## src/rtl/queen_conflict_checker.sv

```systemverilog
// Checks whether a candidate queen is attacked by the queens already placed in rows above it.
// One shared absolute-difference unit computes the row distance, then the column distance, for each placed row.

module abs_subtractor (
    input  logic [2:0] a,
    input  logic [2:0] b,
    output logic [2:0] abs_diff
);
    assign abs_diff = (a >= b) ? (a - b) : (b - a);
endmodule


```

## config.mk

```make
export PLATFORM = sky130hd
export DESIGN_NAME = abs_subtractor
export DESIGN_NICKNAME = d
export VERILOG_FILES = /design/src/rtl/queen_conflict_checker.sv
export SDC_FILE = /design/constraint.sdc
export NUM_CORES = 1
export LEC_CHECK = 0
export CAP_MARGIN = 25
export CORE_AREA = 8 8 45 47
export DETAILED_ROUTE_END_ITERATION = 7
export DIE_AREA = 0 0 53 55
export GPL_TIMING_DRIVEN = 1
export PLACE_DENSITY = 0.4
export SLEW_MARGIN = 40
export SYNTH_ARGS = -nofsm -noshare
export SYNTH_HDL_FRONTEND = slang
export SYNTH_SLANG_ARGS = --single-unit
export TNS_END_PERCENT = 30
```

## constraint.sdc

```tcl
create_clock -name vclk -period 1.6
set_clock_uncertainty 0.15 [all_clocks]
set_input_delay 0.32 -clock vclk [all_inputs]
set_output_delay 0.32 -clock vclk [all_outputs]
set_load 0.02 [all_outputs]
```

==> metrics.txt <==
arrival time worst endpoint=1.52 ns; Yosys warning count=0; Post-Syn Area=between 200 and 250 µm²; all-layer global routing usage=0.04319; DR pass1 iterations=1; Die ar.=approximately 2900 µm²; M1 WL=~190 µm; FF+latch count=0; metal3 WL=roughly 25 µm; register area share after synthesis=0; Data required, critical path=between 1 and 1.5 ns; first-pass GRT wire length=a little over 1 mm; DR DRC count=0; Avg WL per Cell=10.47 µm; # rows=14; routed vias=between 200 and 250; Yosys top cell area share=0.3067; Vias/cell=~3.7; worst vdd ir=0.08459 mV; die width=between 50 and 60 µm; hpwl dp=534.6 µm; overall routed net length=approximately 580 µm; most frequent cell after synthesis=inv_1; placed cell count=53; area leader, netlist=ha_1; hold slack=roughly 1 ns; Fmax=between 500 and 600 MHz; initial antenna violation count=0; # fillers=roughly 150; uppermost layer routed=met3; Netlist cell types=9; Lkg Pwr=~0.21 nW; Slew @ Worst Pin=approximately 0.17 ns; gpl congestion=around 0.65; top cell family by delay on the critical path=compound AO/OA/AOI/OAI gates; Max stage delay cell, worst path=mux2i_4; HP Start=b[0]; failing checks=setup timing; Hold/Removal Path Class=in2out; Initial DRC Count=0; share of layout cells above drive strength 1=0.6923; Hold Buf Count CTS=0; WP buf/inv=2; crit-path max FO=2; Detail Route Antenna Nets=0; hold-critical path endpoint=abs_diff[0]; slowest stage delay, CP=approximately 0.24 ns; final setup fails=2; Non-Filler Instances=55; total grt overflow=0; Buffers on Ports=9; area added between synthesis and finish=131.9%; crit share post-route=1.246; Tmin final=~2.0 ns; DP Area=422.9 µm²; Critical Path Source Type=input pin; final instance area=between 400 and 500 µm²; worst hold stages=4; max-slew violations=0; Slew HR=0.8858; Post-synth top cells=inv_1, ha_1, mux2i_1; final worst slack=-0.3939 ns; largest net degree at the start of global routing=4; final hold vios=0; number of clock-tree buffers in the layout=0; met2 routed WL=around 360 µm; number of global-route vias before repair=240; initial core utilization=0.1474; post-synthesis area per instance=between 9 and 10 µm²; critical-path cell list=buf_6, ha_4, nand2b_4, a21o_4, a21oi_4, mux2i_4, buf_6; ant diodes=0; Die Height=approximately 55 µm; CP endpoint kind=output pin; pwr dens=~380 nW/µm²; Layout Nets=54; WS Path Type=in2out; RSZ-0062 raised after global routing=yes; Placeable Area=between 1000 and 1500 µm²; max_cap viols=0; synth top area cells=ha_1, fa_1, mux2i_1; Post-Synthesis Cells=22; Seq. cell area=0 µm²; IO Count=9; Top cell by count, worst path=buf_6; Net Count, Synth=35; outcome=finished with violations
-- routing by layer --
layer | track usage | vias up
met3 | 0.002674 | 0
met2 | 0.09961 | 2
met5 | 0 | -
met4 | 0 | 0
met1 | 0.04110 | 100
li1 | - | 104
-- final cells by class --
class	count	area [µm²]	area share
Multi-Input combinational cell	16	265.3	0.5608
Timing Repair Buffer	17	157.7	0.3333
Inverter	6	30.03	0.06349
Tap cell	16	20.02	0.04233
-- cell families (layout without fill, tap and decap cells) --
logic type | after synthesis | after routing | share of synthesized area
AND/OR/NAND/NOR | 2 | 2 | 0.08586
buffers and inverters | 6 | 23 | 0.1104
adder cells (fa/ha/maj) | 7 | 7 | 0.5031
AO/OA/AOI/OAI | 4 | 4 | 0.1534
multiplexers | 3 | 3 | 0.1472
-- metrics by stage --
| stage | worst slack [ns] | TNS [ns] | util | power [mW] |
|---|---|---|---|---|
| finish | -0.3939 | -0.7314 | 0.3418 | 0.1790 |
| global route | -0.4429 | -0.8566 | 0.3418 | 0.1948 |
| CTS | -0.4576 | -0.8116 | 0.3391 | 0.1829 |
| detailed placement | -1.375 | -3.313 | 0.3056 | 0.1699 |
| global placement | -1.355 | -3.254 | 0.3056 | 0.1657 |
| floorplan | -0.1914 | -0.3515 | - | 0.09961 |
-- cells in the final DEF (no fill, tap or decap) --
master and instances:
dlygate4sd2_1 3, a21oi_2 1, inv_2 1, inv_1 3, ha_4 4, fa_1 2, buf_4 8, nand2b_4 1
clkinv_4 1, buf_8 1, ha_1 1, nor2_1 1, a21oi_4 1, inv_4 1, a21o_4 1, a211oi_2 1
mux2i_1 2, mux2i_4 1, buf_6 5
-- how the worst max path moves through the flow --
stage               from          end  slack (ns)  depth (start not counted)
floorplan           b[0]  abs_diff[1]       -0.19                          5
global route        a[0]  abs_diff[1]       -0.44                          8
CTS                 a[0]  abs_diff[1]       -0.46                          8
global placement    a[0]  abs_diff[1]       -1.35                          8
detailed placement  a[0]  abs_diff[1]       -1.37                          8
finish              b[0]  abs_diff[1]       -0.39                          7
-- report_power, final --
part           leakage (nW)  switching [mW]  internal [mW]
Clock                     0               0              0
Combinational         0.212          0.0763          0.103
Sequential                0               0              0
-- what timing repair did --
action / 4_1_cts / 5_1_grt
setup endpoints to repair: 3 / 2
buffers inserted: 2 / 0
pin swaps: 6 / 3
gates resized for setup: 45 / 2
Note: power is estimated with default switching activity, not from simulation.
